`src/rtl/bomb_pkg.sv`:
```
// ============================================================================
// Module   : bomb_pkg
// Purpose  : Shared types, widths and the code-digit selector for bomb_judge.
// Revision : 1.0 - initial release
// ============================================================================
`default_nettype none

package bomb_pkg;

    typedef enum logic [1:0] {
        IDLE  = 2'd0,
        ARMED = 2'd1,
        WIN   = 2'd2,
        FAIL  = 2'd3
    } bomb_state_t;

    localparam int KEY_W       = 4;
    localparam int CODE_DIGITS = 4;
    localparam int SECS_W      = 7;
    localparam int IDX_W       = $clog2(CODE_DIGITS);

    // Digit 0 lives in the most significant nibble of the code word.
    function automatic logic [KEY_W-1:0] code_digit(
        input logic [KEY_W*CODE_DIGITS-1:0] code,
        input logic [IDX_W-1:0]             idx
    );
        return code[(CODE_DIGITS - 1 - int'(idx)) * KEY_W +: KEY_W];
    endfunction

endpackage

`default_nettype wire

```
`src/rtl/bomb_tick_gen.sv`:
```
// ============================================================================
// Module   : bomb_tick_gen
// Purpose  : Countdown prescaler; emits a one-cycle tick when it wraps.
// Revision : 1.0 - initial release
// ============================================================================
`default_nettype none

module bomb_tick_gen #(
    parameter int TICK_DIV = 50_000_000
) (
    input  logic clk,
    input  logic rst,
    input  logic clr,
    input  logic en,
    output logic tick
);

    localparam int              CNT_W = $clog2(TICK_DIV);
    localparam logic [CNT_W-1:0] LAST = CNT_W'(TICK_DIV - 1);

    logic [CNT_W-1:0] cnt_q;

    assign tick = en && (cnt_q == LAST);

    always_ff @(posedge clk or posedge rst) begin
        if (rst) begin
            cnt_q <= '0;
        end else if (clr) begin
            cnt_q <= '0;
        end else if (en) begin
            cnt_q <= tick ? '0 : cnt_q + CNT_W'(1);
        end
    end

endmodule

`default_nettype wire

```
`src/rtl/bomb_judge.sv`:
```
// ============================================================================
// Module   : bomb_judge
// Purpose  : Bomb game controller: countdown, keypad code check, win/fail and
//            fail/repeatRst handshake. Strike counting under BOMB_STRIKES_EN.
// Revision : 1.0 - initial release
// ============================================================================
`default_nettype none

module bomb_judge
    import bomb_pkg::*;
#(
    parameter int                           TICK_DIV    = 50_000_000,
    parameter int                           TIME_S      = 60,
    parameter logic [KEY_W*CODE_DIGITS-1:0] CODE        = 16'h1234,
    parameter int                           MAX_STRIKES = 3
) (
    input  logic              clk,
    input  logic              rst,
    input  logic              start,
    input  logic              key_valid,
    input  logic [KEY_W-1:0]  key_code,
    input  logic              repeatRst,
    output logic              fail,
    output logic              win,
    output logic              armed,
    output logic [SECS_W-1:0] secs_left,
    output logic [IDX_W-1:0]  digit_idx,
    output logic [2:0]        strikes
);

    bomb_state_t       state_q;
    logic              fail_q;
    logic              win_q;
    logic              armed_q;
    logic [SECS_W-1:0] secs_q;
    logic [IDX_W-1:0]  idx_q;

    logic start_acc;
    logic tick;
    logic key_ok;
    logic key_match;
    logic expire;
    logic code_done;
    logic strike_fail;

    assign start_acc = (state_q == IDLE) && start && !repeatRst;
    assign key_ok    = key_valid && (key_code <= KEY_W'(9));
    assign key_match = (key_code == code_digit(CODE, idx_q));
    assign expire    = tick && (secs_q == SECS_W'(1));
    assign code_done = key_ok && key_match && (idx_q == IDX_W'(CODE_DIGITS - 1));

    bomb_tick_gen #(
        .TICK_DIV (TICK_DIV)
    ) u_tick (
        .clk  (clk),
        .rst  (rst),
        .clr  (start_acc),
        .en   (state_q == ARMED),
        .tick (tick)
    );

`ifdef BOMB_STRIKES_EN
    localparam logic [2:0] MAX_S = 3'(MAX_STRIKES);

    logic [2:0] strikes_q;
    logic [2:0] strikes_d;
    logic       strike_hit;

    // A wrong digit that coincides with expiry is not counted; expiry wins.
    assign strike_hit  = (state_q == ARMED) && key_ok && !key_match && !expire;
    assign strikes_d   = strikes_q + 3'd1;
    assign strike_fail = (strikes_d == MAX_S);

    always_ff @(posedge clk or posedge rst) begin
        if (rst) begin
            strikes_q <= '0;
        end else if (start_acc) begin
            strikes_q <= '0;
        end else if (strike_hit) begin
            strikes_q <= strikes_d;
        end
    end

    assign strikes = strikes_q;
`else
    logic unused_max_strikes;

    assign unused_max_strikes = ^MAX_STRIKES;
    assign strike_fail        = 1'b1;
    assign strikes            = '0;
`endif

    always_ff @(posedge clk or posedge rst) begin
        if (rst) begin
            state_q <= IDLE;
            fail_q  <= 1'b0;
            win_q   <= 1'b0;
            armed_q <= 1'b0;
            secs_q  <= '0;
            idx_q   <= '0;
        end else begin
            case (state_q)
                IDLE: begin
                    if (start_acc) begin
                        state_q <= ARMED;
                        armed_q <= 1'b1;
                        secs_q  <= SECS_W'(TIME_S);
                        idx_q   <= '0;
                    end
                end
                ARMED: begin
                    if (expire) begin
                        state_q <= FAIL;
                        armed_q <= 1'b0;
                        fail_q  <= 1'b1;
                        secs_q  <= '0;
                        idx_q   <= '0;
                    end else if (code_done) begin
                        // The countdown freezes at its pre-tick value on a win.
                        state_q <= WIN;
                        armed_q <= 1'b0;
                        win_q   <= 1'b1;
                        idx_q   <= '0;
                    end else begin
                        if (tick) begin
                            secs_q <= secs_q - SECS_W'(1);
                        end
                        if (key_ok) begin
                            if (key_match) begin
                                idx_q <= idx_q + IDX_W'(1);
                            end else begin
                                idx_q <= '0;
                                if (strike_fail) begin
                                    state_q <= FAIL;
                                    armed_q <= 1'b0;
                                    fail_q  <= 1'b1;
                                end
                            end
                        end
                    end
                end
                WIN: begin
                    if (start) begin
                        state_q <= IDLE;
                        win_q   <= 1'b0;
                    end
                end
                FAIL: begin
                    if (repeatRst) begin
                        state_q <= IDLE;
                        fail_q  <= 1'b0;
                    end
                end
                default: state_q <= IDLE;
            endcase
        end
    end

    assign fail      = fail_q;
    assign win       = win_q;
    assign armed     = armed_q;
    assign secs_left = secs_q;
    assign digit_idx = idx_q;

endmodule

`default_nettype wire

```
`config.mk`:
```
export PLATFORM = sky130hd
export DESIGN_NAME = bomb_judge
export DESIGN_NICKNAME = d
export VERILOG_FILES = /design/src/rtl/bomb_pkg.sv /design/src/rtl/bomb_tick_gen.sv /design/src/rtl/bomb_judge.sv
export SDC_FILE = /design/constraint.sdc
export NUM_CORES = 1
export LEC_CHECK = 0
export BUFFER_PORTS_ARGS = -buffer_cell sky130_fd_sc_hd__buf_2
export CORE_MARGIN = 8
export CORE_UTILIZATION = 45
export DETAILED_ROUTE_END_ITERATION = 16
export HOLD_SLACK_MARGIN = 0.08
export SYNTH_ARGS = -nofsm -noshare
export SYNTH_HDL_FRONTEND = slang
export SYNTH_SLANG_ARGS = --single-unit
```
`constraint.sdc`:
```
create_clock -name clk -period 3 [get_ports clk]
set_clock_uncertainty 0.15 [all_clocks]
set_input_delay 0.45 -clock clk [delete_from_list [all_inputs] [get_ports clk]]
set_output_delay 0.45 -clock clk [all_outputs]
set_load 0.05 [all_outputs]
```
* Word level (Yosys, flattened, before mapping)
Cells that the tools add are included.
W data, S select, Z words.
** Storage, ports and cells
- Register bits after elaboration :: 40
- Input bits :: 9
- Word-level logic and storage cells :: 88
** Cells by class
- $add $sub $neg :: 4
- $lt $le $gt $ge :: 1
- Equal/unequal tests :: 18
- Shift-type cells :: 1
- Muxes and demuxes :: 38
- Reduce and logical (&&, ||, !) cells :: 19
** Operators by type and width (count)
- $mux W26 :: 3
- $mux W7 :: 4
- $add A26 B1 Y26 const B :: 1
- $eq A26 B26 Y1 const B :: 1
- $mux W2 :: 12
- $shiftx A16 B5 Y4 const A :: 1
- $pmux W7 S2 :: 1
- $mux W1 :: 13
- $ne A3 B3 Y1 const B :: 4
- $reduce_and A4 Y1 :: 3
- $ne A2 B2 Y1 const B :: 5
- $reduce_and A5 Y1 :: 2
- $ne A4 B4 Y1 const B :: 2
- $pmux W2 S4 :: 1
- $reduce_bool A2 Y1 :: 4
- $eq A7 B1 Y1 const B :: 1
- $logic_and A1 B1 Y1 :: 7
- $sub A7 B1 Y7 const B :: 1
- $eq A2 B2 Y1 const B :: 3
- $pmux W1 S2 :: 3
- $eq A4 B4 Y1 :: 1
- $le A4 B4 Y1 const B :: 1
- $pmux W2 S2 :: 1
- $reduce_and A3 Y1 :: 1
- 5 further kinds :: 5

* Logic depth before layout (Yosys ltp)
- Word-level depth :: 8
- Depth in mapped cells :: 7
- Gate-level depth less buffers :: 7

* Cells and area by module
Synthesis repeated with hierarchy kept, for this count alone.
** Second synthesis, totals
- Cells, all modules :: 284
- Area, all modules :: 2496.1 µm²
** By module, submodules not included
- bomb_tick_gen :: times used 1, cells an instance 176, area each 1535.2 µm²
- bomb_judge :: times used 1, cells an instance 108, area each 960.9 µm²

* Least setup slack after synthesis
Ideal clock, no wire load.
- Kind :: reg-to-reg
- Start :: reg idx_q[0] (netlist: digit_idx[0])
- End :: reg secs_q[4] (netlist: secs_left[4])
- Library setup time :: 66 ps
- Arrival time :: 2376 ps
- Path slack :: 408 ps
- Cell stages (with the launch flop) :: 8
- Buffers on the path :: 0
- Period minus slack after synthesis :: 2592 ps
- Path through :: dfrtp_1 inv_1 ha_1 or3_1 a211o_1 and3_1 a311oi_1 o21a_1
** Between the ends
- Word-level cells in the longest chain between the ends :: 7
- Elaborated cells on any way between the ends :: 8
- Classes of those cells :: add/sub (1); eq/ne (3); shift (1); reduce/logical (3)
** RTL lines
- start, declared :: RTL line bomb_judge.sv:36 : logic [IDX_W-1:0] idx_q;
- start signal, assigned :: RTL line bomb_judge.sv:130 : idx_q <= idx_q + IDX_W'(1);
- $sub A2 B2 Y3 :: RTL line bomb_pkg.sv:27 : return code[(CODE_DIGITS - 1 - int'(idx)) * KEY_W +: KEY_W];
- $shiftx A16 B5 Y4 :: RTL line bomb_pkg.sv:27
- $eq A4 B4 Y1 :: RTL line bomb_judge.sv:48 : assign key_match = (key_code == code_digit(CODE, idx_q));
- $logic_and A1 B1 Y1 :: RTL line bomb_judge.sv:50 : assign code_done = key_ok && key_match && (idx_q == IDX_W'(CODE_DIGITS - 1));
- $logic_and A1 B1 Y1 * :: RTL line bomb_judge.sv:50
- $ne A3 B3 Y1 (no source line) *
- $reduce_and A4 Y1 (no source line) *
- end signal, assigned :: RTL line bomb_judge.sv:107 : secs_q <= SECS_W'(TIME_S);
- end signal, assigned :: RTL line bomb_judge.sv:126 : secs_q <= secs_q - SECS_W'(1);
- end, declared :: RTL line bomb_judge.sv:35 : logic [SECS_W-1:0] secs_q;
Every way passes the cells marked *; elsewhere a longest branch is shown, timed or not.
A chain may end at the register's enable or synchronous reset.

* Final worst setup path
- Start :: reg u_tick.cnt_q[0]
- End :: reg u_tick.cnt_q[8]
** Between the ends
- Word-level cells in the longest chain between the ends :: 5
- Elaborated cells on any way between the ends :: 6
- Classes of those cells :: add/sub (1); eq/ne (1); mux (3); reduce/logical (1)
** RTL lines
- start, declared :: RTL line bomb_tick_gen.sv:21 : logic [CNT_W-1:0] cnt_q;
- start signal, assigned :: RTL line bomb_tick_gen.sv:31 : cnt_q <= tick ? '0 : cnt_q + CNT_W'(1);
- parallel branches: the longest is 2 deep, another holds $add A26 B1 Y26
- $mux W26 * :: RTL line bomb_tick_gen.sv:31
- $mux W26 * :: RTL line bomb_tick_gen.sv:30 : end else if (en) begin
- $mux W26 * :: RTL line bomb_tick_gen.sv:28 : end else if (clr) begin
Every way passes the cells marked *. The select of a mux whose other input is x is not followed.

==> metrics list <==
- At the placement stage, the worst setup path has a slack of approximately 0.54 ns.
- The first routing iteration left 115 violations.
- In this design, the largest share of critical-path delay is due to simple AND/OR/NAND/NOR gates.
* Overall via count from detail_route: a little under 2000
* Worst-Margin Slew: 0.5119 ns
* Final Max Slew Viols: 0
- The number of antenna diodes in the final layout is 0.
- The clock reaches the later pin of the worst-skew pair after between 0.2 and 0.3 ns.
- Derived from the worst setup path, the maximum achievable clock frequency is about 400 MHz.
- The worst setup path is of the flip-flop to flip-flop kind.
- DIE WIDTH: between 80 and 90 um
- Post-DR vias/cell: 5.653
* Quantity of hold-fixing buffers added after cts: 0
- Row generation in the floorplan step produced 26 rows.
- The initial antenna violation count is 0.
- Wire length of the first global-routing pass: roughly 9500 um
- Sequential elements use a little over two fifths of the synthesized area.
- Req. time, crit path: slightly above 3 ns
* Clock tree root driver cell: clkbuf_8
- The tool flagged a number of max-cap violations equal to 0.
* Maximum root-to-sink buffer count: 2
* Top_reg_cell synth: dfrtp_1
* Class of the tightest hold or removal check: input port to asynchronous set/reset pin
- Setup repair after global routing left no endpoint under its margin.
- After synthesis, the mean cell area works out to between 9 and 10 um^2.
- At the worst endpoint, the arrival time is around 2.5 ns.
- After detailed routing, the average wire length per cell comes to between 15 and 20 um.
* Relative area change from synthesis to final layout: 11.81%
- In this run the vertical extent of the chip is 88.78 um.
* Placed Cells: 344
- Number of warnings reported in the yosys synthesis log: 0
* Minimum setup slack in the final design: approximately 0.53 ns
- Area of combinational cells with multiple inputs: about 1300 um^2
* Number of buffers inserted by port buffering: 20
* Total setup buffers inserted after CTS: 0
- Headroom to the max-slew limit came out at between 60% and 70%.
- Boundary pin count: 24
- The synthesized design contains 0 enable-type register cells.
* Endpoint kind of the worst setup timing path: flip-flop
- Total routing resource utilization after global routing: about 15%
- Registers take 1001 um^2.
- Die area: just under 8000 um^2
* Core area: 5107 um^2
- Setup violations remaining at the end of the flow were counted as 0.
- The worst path uses a little over 80% of the clock period.
- The first TritonRoute pass finished after 4 iterations.
* Most frequent cells in the layout: 40 x dfrtp_1, 29 x nor2_1, 21 x nand2_1
- Leftover overflow at the end of global routing: 0
* Initial standard-cell utilization of the core: between 40 and 50%
- In this run the remaining antenna-violating nets after routing total 0.
* Final std cell area, no fill: 2665 um^2
* CP Launch Type: flip-flop
- In this run, synthesis produced a sequential element count of 40.
* Slowest cell on the critical path: or4_4
- In this design, the stage delay of the slowest critical-path cell is around 0.57 ns.
* # clock sinks: 40
- Routability-driven placement finished with a final weighted congestion of roughly 0.77.
- Placement Cell Area: roughly 2600 um^2
- The routed design could run at a clock period as short as around 2.5 ns.
* Number of remaining DRC errors: 0
- TritonCTS built the clock tree.
- Status: finished clean
* Number of H-tree levels: 2
- Of all nets on the critical path, the largest fanout is 17.
- Net count reported at finish: around 300
- Number of gates given a new drive strength after cts: 0
* Instance count of the mapped netlist: ~260
- The synthesized netlist contains between 50 and 60 unique library cells.
- The finished layout holds 352 standard cells, fillers aside.
- After synthesis, the share of flip-flops with an asynchronous set or reset is 100.0%.
- Cell breakdown of the critical path: ha_1 > nand3_1 > or4_4 > o21ai_2 > buf_4 > nor2_1
- Post-Syn Area: ~2400 um^2
* Total CTS buffers: 5
- IR analysis of the VDD net gives a maximum drop of a little under 0.3 mV.
- Leakage power of the design: approximately 1.1 nW
* Most common cell after layout, fill and taps aside: dfrtp_1
* Setup tns final: 0 ns
* Total wire length: 5318 um
- Count of filler cells inserted in the layout: ~490
- Final hold violation count: 0
* Number of buffers and inverters on the critical path: 1
- PnR Total Power: about 1.6 mW
- The via count of the first global-routing pass came to approximately 2000.
* Post-detail-place hpwl: 3807 um
- Maximum number of pins on one net before global-route repair: slightly above 40
* Clock-pin transition on the worst setup and hold timing paths: about 0.080 ns
* Power per cell area: a little under 600 nW/um^2
* Ratio of cells with drive above 1 in the final layout: ~16%
flip-flops by register name, summed over array words and instances, names as in the netlist:
| name | cells |
|---|---|
| armed | 1 |
| digit_idx | 2 |
| fail | 1 |
| secs_left | 7 |
| state_q | 2 |
| u_tick.cnt_q | 26 |
| win | 1 |
stage by stage:
stage	util, %	hold WS (ns)
2_1_floorplan	-	0.2936
3_3_place_gp	50.42	0.3256
3_5_place_dp	50.42	0.3222
4_1_cts	52.18	0.1392
5_1_grt	52.18	0.1841
6_report	52.18	0.1131
synth_stat cells, types with 2 or more instances:
cell type  count  area (um^2)
dfrtp_1       40         1001
nor2_1        29        108.9
nand2_1       21        78.83
xor2_1        18        157.7
nand4_1       17        106.4
nand3_1       12        60.06
nor3_1        11        55.05
inv_1          7        26.28
nor4_1         7        43.79
o21ai_0        7        35.03
a21oi_1        6        30.03
ha_1           6        75.07
xnor2_1        6        52.55
and2_1         4        25.02
buf_2          4        20.02
buf_4          4        30.03
a311oi_1       3        26.28
and3_1         3        18.77
nand4b_1       3        26.28
o21a_1         3        22.52
o31ai_1        3        22.52
a22o_1         2        17.52
a31oi_1        2        12.51
and4_1         2        17.52
clkbuf_2       2        10.01
mux2_2         2        22.52
o211ai_1       2        15.01
or3_1          2        12.51
or4_1          2        15.01
layer usage:
layer / GRT usage [%] / part of all wire, %
met1: 19.66 / 49
met2: 23.85 / 45
met3: 3.435 / 5.3
met4: 4.147 / 1.0
met5: 0 / 0
layout make-up:
type	count	area share (%)
inverters	7	0.9859
clock buffers	8	3.380
repair buffers	28	6.009
flip-flops and latches	40	37.56
well taps	70	3.286
multi-input cells	199	48.78
logic make-up (layout without fill, tap and decap cells):
logic type      count (synthesis)  in the layout  share of synthesized area (%)
other cells                     1              3                         0.1573
mux                             2              2                         0.9448
flops                          40             40                          41.99
xor+xnor                       24             24                          8.819
simple gates                  126            126                          29.29
compound gates                 38             38                          11.86
fa+ha+maj                       6              6                          3.150
buf+inv                        18             43                          3.780
worst reg2reg max path, stage by stage (launching register included):
cell and delay [ns]:
dfrtp_1 0.42, ha_1 0.26, nand3_1 0.19, or4_4 0.57, o21ai_2 0.37, buf_4 0.30
nor2_1 0.08
power by group:
| part | switching, mW | internal (mW) |
|---|---|---|
| sequential | 0.0931 | 0.605 |
| combinational | 0.330 | 0.154 |
| clock | 0.188 | 0.188 |
path summary, 6_finish.rpt:
kind	from	to	slack, ns	cells after the start
worst max-delay path	u_tick.cnt_q[0]	u_tick.cnt_q[8]	0.53	6
worst min-delay path	rst	secs_left[6]	0.11	3
worst max register to register	u_tick.cnt_q[0]	u_tick.cnt_q[8]	0.53	6
worst min register to register	u_tick.cnt_q[25]	u_tick.cnt_q[25]	0.35	1
max in group asynchronous	rst	u_tick.cnt_q[9]	2.22	3
min in group clk	repeatRst	fail	0.33	4
No activity file was read; power rests on OpenSTA's default activity.
